$ cat src/rtl/data_mem_responder.sv
// Data-memory responder: one outstanding load/store on an internal word array, answered LAT cycles later.
// Optional build macro MEM_BYTE_STRB_EN enables byte-strobed stores (req_wstrb); otherwise stores write full words.
module data_mem_responder #(
    parameter int W     = 32,
    parameter int DEPTH = 32,
    parameter int LAT   = 2
) (
    input  logic           clk,
    input  logic           rst,
    input  logic           req_valid,
    output logic           req_ready,
    input  logic           req_we,
    input  logic [W-1:0]   req_addr,
    input  logic [W-1:0]   req_wdata,
    input  logic [W/8-1:0] req_wstrb,
    output logic           rsp_valid,
    input  logic           rsp_ready,
    output logic [W-1:0]   rsp_rdata,
    output logic           rsp_err,
    output logic           busy
);

    localparam int NB = W / 8;
    localparam int IW = (DEPTH > 1) ? $clog2(DEPTH) : 1;

    typedef enum logic [1:0] {
        ST_IDLE = 2'd0,
        ST_WAIT = 2'd1,
        ST_RESP = 2'd2
    } state_t;

    state_t         state_r;
    state_t         state_nxt_s;
    logic [3:0]     cnt_r;
    logic           we_r;
    logic [W-1:0]   addr_r;
    logic [W-1:0]   wdata_r;
    logic           we_s;
    logic [W-1:0]   addr_s;
    logic [W-1:0]   wdata_s;
    logic           accept_s;
    logic           commit_s;
    logic           err_s;
    logic [IW-1:0]  idx_s;
    logic           req_ready_r;
    logic           rsp_valid_r;
    logic           busy_r;
    logic [W-1:0]   rsp_rdata_r;
    logic           rsp_err_r;
    logic [W-1:0]   rsp_rdata_nxt_s;
    logic           rsp_err_nxt_s;

    // Storage survives reset; only the power-up image is zero.
    logic [W-1:0]   mem_r [DEPTH] = '{default: '0};

`ifdef MEM_BYTE_STRB_EN
    logic [NB-1:0]  wstrb_r;
    logic [NB-1:0]  wstrb_s;
`else
    logic           unused_wstrb_s;
    assign unused_wstrb_s = ^req_wstrb;
`endif

    assign accept_s = (state_r == ST_IDLE) && req_valid;
    // With LAT=1 the commit edge is the acceptance edge, so live request fields are used; rst gates it off during reset.
    assign commit_s = rst && ((accept_s && (LAT == 1)) || ((state_r == ST_WAIT) && (cnt_r == 4'd1)));

    // Select the request fields for the commit: live in IDLE, latched afterwards.
    always_comb begin
        we_s    = we_r;
        addr_s  = addr_r;
        wdata_s = wdata_r;
`ifdef MEM_BYTE_STRB_EN
        wstrb_s = wstrb_r;
`endif
        if (state_r == ST_IDLE) begin
            we_s    = req_we;
            addr_s  = req_addr;
            wdata_s = req_wdata;
`ifdef MEM_BYTE_STRB_EN
            wstrb_s = req_wstrb;
`endif
        end else begin
            we_s    = we_r;
            addr_s  = addr_r;
            wdata_s = wdata_r;
`ifdef MEM_BYTE_STRB_EN
            wstrb_s = wstrb_r;
`endif
        end
    end

    assign err_s = (addr_s[1:0] != 2'b00) || ((addr_s >> 2) >= W'(DEPTH));
    assign idx_s = addr_s[IW+1:2];

    // Request capture at acceptance.
    always_ff @(posedge clk or negedge rst) begin
        if (!rst) begin
            we_r    <= 1'b0;
            addr_r  <= '0;
            wdata_r <= '0;
`ifdef MEM_BYTE_STRB_EN
            wstrb_r <= '0;
`endif
        end else if (accept_s) begin
            we_r    <= req_we;
            addr_r  <= req_addr;
            wdata_r <= req_wdata;
`ifdef MEM_BYTE_STRB_EN
            wstrb_r <= req_wstrb;
`endif
        end
    end

    // Latency counter.
    always_ff @(posedge clk or negedge rst) begin
        if (!rst) begin
            cnt_r <= 4'd0;
        end else if (accept_s) begin
            cnt_r <= 4'(LAT - 1);
        end else if (state_r == ST_WAIT) begin
            cnt_r <= cnt_r - 4'd1;
        end
    end

    // Word array write port.
    always_ff @(posedge clk) begin
        if (commit_s && !err_s && we_s) begin
`ifdef MEM_BYTE_STRB_EN
            for (int b = 0; b < NB; b++) begin
                if (wstrb_s[b]) begin
                    mem_r[idx_s][8*b +: 8] <= wdata_s[8*b +: 8];
                end
            end
`else
            mem_r[idx_s] <= wdata_s;
`endif
        end
    end

    // State register.
    always_ff @(posedge clk or negedge rst) begin
        if (!rst) begin
            state_r <= ST_IDLE;
        end else begin
            state_r <= state_nxt_s;
        end
    end

    // Next-state logic.
    always_comb begin
        state_nxt_s = state_r;
        case (state_r)
            ST_IDLE: begin
                if (req_valid) begin
                    state_nxt_s = (LAT == 1) ? ST_RESP : ST_WAIT;
                end else begin
                    state_nxt_s = ST_IDLE;
                end
            end
            ST_WAIT: begin
                if (cnt_r == 4'd1) begin
                    state_nxt_s = ST_RESP;
                end else begin
                    state_nxt_s = ST_WAIT;
                end
            end
            ST_RESP: begin
                if (rsp_ready) begin
                    state_nxt_s = ST_IDLE;
                end else begin
                    state_nxt_s = ST_RESP;
                end
            end
            default: state_nxt_s = ST_IDLE;
        endcase
    end

    // Response payload next values: loaded on commit, error cleared on handshake, otherwise held.
    always_comb begin
        rsp_rdata_nxt_s = rsp_rdata_r;
        rsp_err_nxt_s   = rsp_err_r;
        if (commit_s) begin
            if (err_s) begin
                rsp_rdata_nxt_s = '0;
                rsp_err_nxt_s   = 1'b1;
            end else if (we_s) begin
                rsp_rdata_nxt_s = '0;
                rsp_err_nxt_s   = 1'b0;
            end else begin
                rsp_rdata_nxt_s = mem_r[idx_s];
                rsp_err_nxt_s   = 1'b0;
            end
        end else if ((state_r == ST_RESP) && rsp_ready) begin
            rsp_err_nxt_s = 1'b0;
        end else begin
            rsp_err_nxt_s = rsp_err_r;
        end
    end

    // Output registers.
    always_ff @(posedge clk or negedge rst) begin
        if (!rst) begin
            req_ready_r <= 1'b1;
            rsp_valid_r <= 1'b0;
            busy_r      <= 1'b0;
            rsp_rdata_r <= '0;
            rsp_err_r   <= 1'b0;
        end else begin
            req_ready_r <= (state_nxt_s == ST_IDLE);
            rsp_valid_r <= (state_nxt_s == ST_RESP);
            busy_r      <= (state_nxt_s != ST_IDLE);
            rsp_rdata_r <= rsp_rdata_nxt_s;
            rsp_err_r   <= rsp_err_nxt_s;
        end
    end

    assign req_ready = req_ready_r;
    assign rsp_valid = rsp_valid_r;
    assign busy      = busy_r;
    assign rsp_rdata = rsp_rdata_r;
    assign rsp_err   = rsp_err_r;

endmodule

$ cat config.mk
export PLATFORM = sky130hd
export DESIGN_NAME = data_mem_responder
export DESIGN_NICKNAME = d
export VERILOG_FILES = /design/src/rtl/data_mem_responder.sv
export SDC_FILE = /design/constraint.sdc
export NUM_CORES = 1
export LEC_CHECK = 0
export ABC_AREA = 1
export CAP_MARGIN = 25
export CORE_ASPECT_RATIO = 0.5
export CORE_UTILIZATION = 62
export CTS_CLUSTER_DIAMETER = 80
export DETAILED_ROUTE_END_ITERATION = 10
export PLACE_DENSITY_LB_ADDON = 0.05
export SLEW_MARGIN = 20
export SYNTH_ARGS = -nofsm -noshare
export SYNTH_HDL_FRONTEND = slang
export SYNTH_SLANG_ARGS = --single-unit
$ cat constraint.sdc
create_clock -name clk -period 6.1 [get_ports clk]
set_input_delay 1.22 -clock clk [delete_from_list [all_inputs] [get_ports clk]]
set_output_delay 1.22 -clock clk [all_outputs]
set_load 0.01 [all_outputs]
# Word-level counts from Yosys, hierarchy flattened
# Memories as Yosys holds them, arrays and structs flattened.
# Index checks and enable logic that the tools add are counted.
[op_classes]
n_eq_ne = 4
n_lt_le_gt_ge = 1
add_sub_neg = 1
n_mux = 16
n_reduce_logical = 14
[ops]
columns = ["operator", "n"]
rows = [
  ["32-bit two-way mux", 4],
  ["30-bit by 6-bit >= comparator with 1-bit output, second input constant", 1],
  ["4-bit two-way mux", 2],
  ["2-bit nonzero test", 4],
  ["1-bit two-way mux", 7],
  ["1-bit logical AND", 6],
  ["2-bit one-hot mux with 3 select lines", 1],
  ["2-bit equality test, second input constant", 2],
  ["4-bit by 1-bit equality test with 1-bit output, second input constant", 1],
  ["2-bit zero test", 2],
  ["2-bit two-way mux", 2],
  ["4-bit by 1-bit subtractor with 4-bit output, second input constant", 1],
  ["2-bit by 1-bit equality test with 1-bit output, second input constant", 1],
  ["1-bit zero test", 1],
  ["1-bit logical OR", 1],
]
[word_totals]
inputBits = 73
ram_bits = 1024
elab_cells = 47
regBits = 107
memories = 1
out_inout_bits = 36
[memory_table]
columns = ["memory", "depth", "width", "read_ports", "rd_ports_with_merged_regs", "wr", "line_no", "source"]
rows = [
  ["mem_r", 32, 32, 1, 0, 1, "54", "logic [W-1:0] mem_r [DEPTH] = '{default: '0};"],
]

# Logic depth before layout (Yosys ltp)
[logic_depth]
depth_word = 9
ltp_mapped = 16
ltp_nobuf = 14

# Least setup slack after synthesis
# No wires, ideal clock.
[synth_path]
path_kind = "input port to flip-flop"
startpoint = "input port req_addr[5]"
endpoint = "memory mem_r[27][0], enable pin"
required_time_ns = 5.632
setup_ns = 0.468
cell_stages = 5
setup_slack_ns = 1.226
arrival_ns = 4.406
cell_sequence = "inv_1 > o21ai_1 > nand3_2 > clkbuf_1 > nor3b_1"
[synth_between]
elab_chain_len = 8
[synth_rtl]
columns = ["item", "line_no", "source"]
rows = [
  ["start, declared", "13", "input logic [W-1:0] req_addr,"],
  ["32-bit two-way mux *", "76", "if (state_r == ST_IDLE) begin"],
  ["30-bit by 6-bit >= comparator with 1-bit output", "93", "assign err_s = (addr_s[1:0] != 2'b00) || ((addr_s >> 2) >= W'(DEPTH));"],
  ["1-bit logical OR", "93", ""],
  ["1-bit zero test", "128", "if (commit_s && !err_s && we_s) begin"],
  ["1-bit logical AND (2 in a row)", "128", ""],
  ["1-bit two-way mux", "128", ""],
  ["1-bit two-way mux (implied by the code)", "136", "mem_r[idx_s] <= wdata_s;"],
  ["end, declared", "54", ""],
]
# Mark *: on every way between the ends. The rest lies on a longest branch, timed or not.

# Worst setup path after layout
[layout_path]
startpoint = "register state_r[1]"
endpoint = "memory mem_r[24][3], enable pin"
[layout_between]
elab_chain_len = 9
elab_cells_between_ends = 14
[layout_rtl]
columns = ["item", "line_no", "source"]
rows = [
  ["start, declared", "32", "state_t state_r;"],
  ["start signal, assigned", "146", "state_r <= state_nxt_s;"],
  ["2-bit zero test", "76", ""],
  ["32-bit two-way mux", "76", ""],
  ["30-bit by 6-bit >= comparator with 1-bit output / 2-bit nonzero test (equally long branches)", "93", ""],
  ["1-bit logical OR", "93", ""],
  ["1-bit zero test", "128", ""],
  ["1-bit logical AND (2 in a row)", "128", ""],
  ["1-bit two-way mux", "128", ""],
  ["1-bit two-way mux (implied by the code)", "136", ""],
]
# Several ways; a longest one is shown, not always the timed one.

==> results by group <==
Status
  • Status: complete, no violations

Finish
  • Filler Cells Inserted: 5936
  • Design area: 56300 um2
  • Inserted Diodes: 0
  • Nets: 5557
  • Final Instance Count excl. Fillers: 6647
  • Post-layout util: 0.705
  • Register area: 33400 um2
  • Area taken by multi-input logic gates: 12600 um2
  • Layout cells sized above 1: 0.0629
  • Area delta synth->final: 11.9%

Place
  • Port bufs: 104
  • Area post-placement: 53100 um2
  • Place WS: 1.27 ns
  • Gpl congestion: 0.850
  • Placed Cells incl. Taps: 6465
  • Hpwl dp: 77100 um

Setup path
  • Max stage delay on crit path: 0.87 ns
  • Cell Chain, Critical Path: nor2_2 -> nand2_1 -> o21ai_4 -> buf_4 -> nand2_1 -> nor3_4 -> buf_12
  • Critical Path Start Type: flop
  • Worst reg2reg path endpoint: mem_r[24][3]
  • R2R depth: 7
  • CP delay by family, top: simple AND/OR/NAND/NOR gates
  • CP arrival: 4.69 ns
  • Buf+Inv Stages, Crit Path: 2
  • Most used cell along the critical path: nand2_1
  • CP max FO: 60
  • RR Startpoint: state_r[1]
  • R2R Setup Slk: 1.78 ns
  • Required @ worst endpoint: 6.47 ns
  • Critical path class: reg2reg
  • Setup crit end kind: flop
  • Slowest stage cell on the critical path: nor3_4

Clock network
  • CTS tree: yes
  • Resize count post-CTS: 0
  • Hold buffer count at CTS: 0
  • Postcts setup bufs: 0
  • H-tree levels: 3
  • # clock sinks: 1131
  • Num CTS Buffers: 97
  • Root buffer cell: clkbuf_16
  • Max clock buf depth: 3
  • Clk_lat worst skew: 0.70 ns
  • Clock slew at reported path FFs: 0.07 ns

STA
  • Final Max Slew Viols: 0
  • Final hold violation count: 0
  • Worst hold margin: 0.480 ns
  • Tightest Pin Transition: 1.13 ns
  • Final Worst Setup Slack: 1.78 ns
  • Crit path time final: 4.32 ns
  • Setup TNS: 0 ns
  • RSZ-0062 raised after global routing: false
  • Final setup vio count: 0
  • Slew headroom: 0.240
  • Max Clock Skew: 0.0167 ns
  • Fmax: 0.231 GHz
  • Final period util: 0.709

Detailed routing
  • Length of the first detailed-routing pass in iterations: 6
  • Total Routed Length: 135000 um
  • ANT nets after route: 0
  • Post-DR vias/cell: 5.33
  • Routed via count: 35400
  • Routed WL per cell: 20.4 um
  • DR iter-0 viols: 4430
  • DRC: 0

Floorplanning
  • Core box area: 79800 um2
  • Initial Util: 0.630
  • Ports: 109
  • Die area: 82300 um2
  • Placement row count: 73
  • Die Span Y: 203 um
  • Die W: 405 um

Synth
  • Yosys reg bits: 1131
  • Sequential area share after synthesis: 0.665
  • Synthesized instance count: 5389
  • Synth Net Count: 5464
  • Number of distinct library cells after synthesis: 33
  • Synthesized area per cell: 9.33 um2
  • Mapped Area: 50300 um2
  • Synth warn: 0

Global route
  • Grt ovf: 0
  • Initial antenna violation count: 2
  • Largest net degree at the start of global routing: 169
  • First-pass GRT wire length: 201000 um
  • Vias in the first global route: 33200
  • Total GRT Usage: 0.333

Pwr
  • Power per cell area: 458 nW/um2
  • Worst ir drop on vdd: 0.506 mV
  • Total power: 25.7 mW
  • Leakage power: 26.4 nW

Min path
  • Min-Delay Startpoint: addr_r[13]
  • WHS Endpoint: addr_r[13]
  • Hold crit path type: reg2reg
  • Cell count of the worst hold path: 2

Job
  • Max cap viols: 0
-- worst max path at each step --
stage / startpoint / endpoint / slack [ns] / depth (start not counted)
after detailed placement: req_addr[3] / mem_r[2][15] / 1.27 / 8
final: state_r[1] / mem_r[24][3] / 1.78 / 7
after CTS: state_r[1] / mem_r[24][29] / 1.85 / 7
after global placement: req_addr[3] / mem_r[2][28] / 1.27 / 8
after global routing: state_r[1] / rsp_rdata[4] / 1.59 / 14
after floorplan: req_addr[5] / mem_r[27][0] / 1.23 / 5
-- power by group --
part	switching (mW)	internal [mW]	total, mW
clock	2.80	3.31	6.11
combinational	7.31	2.25	9.56
sequential	0.137	9.94	10.1
-- registers in the layout, indices dropped and copies added, names as in the netlist, 2 cells and up --
name,count
state_r,2
wdata_r,32
cnt_r,4
addr_r,32
mem_r,1024
rsp_rdata,32
-- worst reg2reg max path, cell delays in order (launching register included) --
cell     delay [ns]
dfrtp_1        0.42
nor2_2         0.63
nand2_1        0.22
o21ai_4        0.22
buf_4          0.70
nand2_1        0.55
nor3_4         0.87
buf_12         0.34
-- cells in the mapped netlist, drive strengths merged --
library cell	instances	area share
a21oi	67	0.0067
a31oi	1	0.00012
and2	1	0.00015
buf	159	0.017
clkbuf	63	0.0047
clkinv	1	0.000075
dfrtp	106	0.053
dfstp	1	0.00052
edfxtp	1024	0.61
ha	2	0.00050
inv	969	0.072
nand2	2567	0.19
nand3	71	0.0076
nor2	139	0.010
nor3	29	0.0039
nor3b	1	0.00015
nor4	1	0.00012
o21ai	184	0.019
o22ai	1	0.00012
o31ai	1	0.00015
o32ai	1	0.00017
-- layer usage --
metal / up-vias / track usage / share of wire
li1: 16700 / - / -
met1: 16700 / 0.503 / 0.42
met2: 1789 / 0.502 / 0.43
met3: 230 / 0.0657 / 0.12
met4: 2 / 0.0828 / 0.024
met5: - / 0 / 0.000081
-- cell usage in the layout, fill, tap and decap left out, types with 9 or more instances in the layout --
cell type / synthesis / layout
nor2_1: 138 / 131
dfrtp_1: 106 / 106
nand2_1: 2562 / 2561
edfxtp_1: 1024 / 1024
a21oi_1: 67 / 67
clkbuf_16: 0 / 99
clkdlybuf4s50_1: 0 / 103
o21ai_1: 19 / 19
buf_4: 25 / 90
buf_12: 0 / 18
inv_2: 10 / 9
clkinv_1: 1 / 10
o21ai_2: 3 / 21
o21ai_0: 161 / 129
inv_1: 959 / 959
nor3_2: 10 / 14
clkinv_2: 0 / 23
clkbuf_8: 0 / 13
clkbuf_1: 63 / 25
o21ai_4: 1 / 15
nand3_1: 66 / 64
nor3_4: 0 / 10
-- layout make-up --
class / count / share of cell area
clock buffers: 137 / 0.0489
clock inverters: 40 / 0.00540
inverters: 970 / 0.0649
multi-input cells: 3066 / 0.224
flip-flops and latches: 1131 / 0.594
well taps: 1087 / 0.0242
repair buffers: 216 / 0.0389
-- cell families (layout without fill, tap and decap cells) --
family | Yosys count | count (layout) | share of synthesized area
AND/OR/NAND/NOR | 2809 | 2809 | 0.214
AO/OA/AOI/OAI | 255 | 255 | 0.0260
flip-flops | 1131 | 1131 | 0.665
buffers and inverters | 1192 | 1363 | 0.0945
adder cells (fa/ha/maj) | 2 | 2 | 0.000498
(Power assumes the default switching activity.)
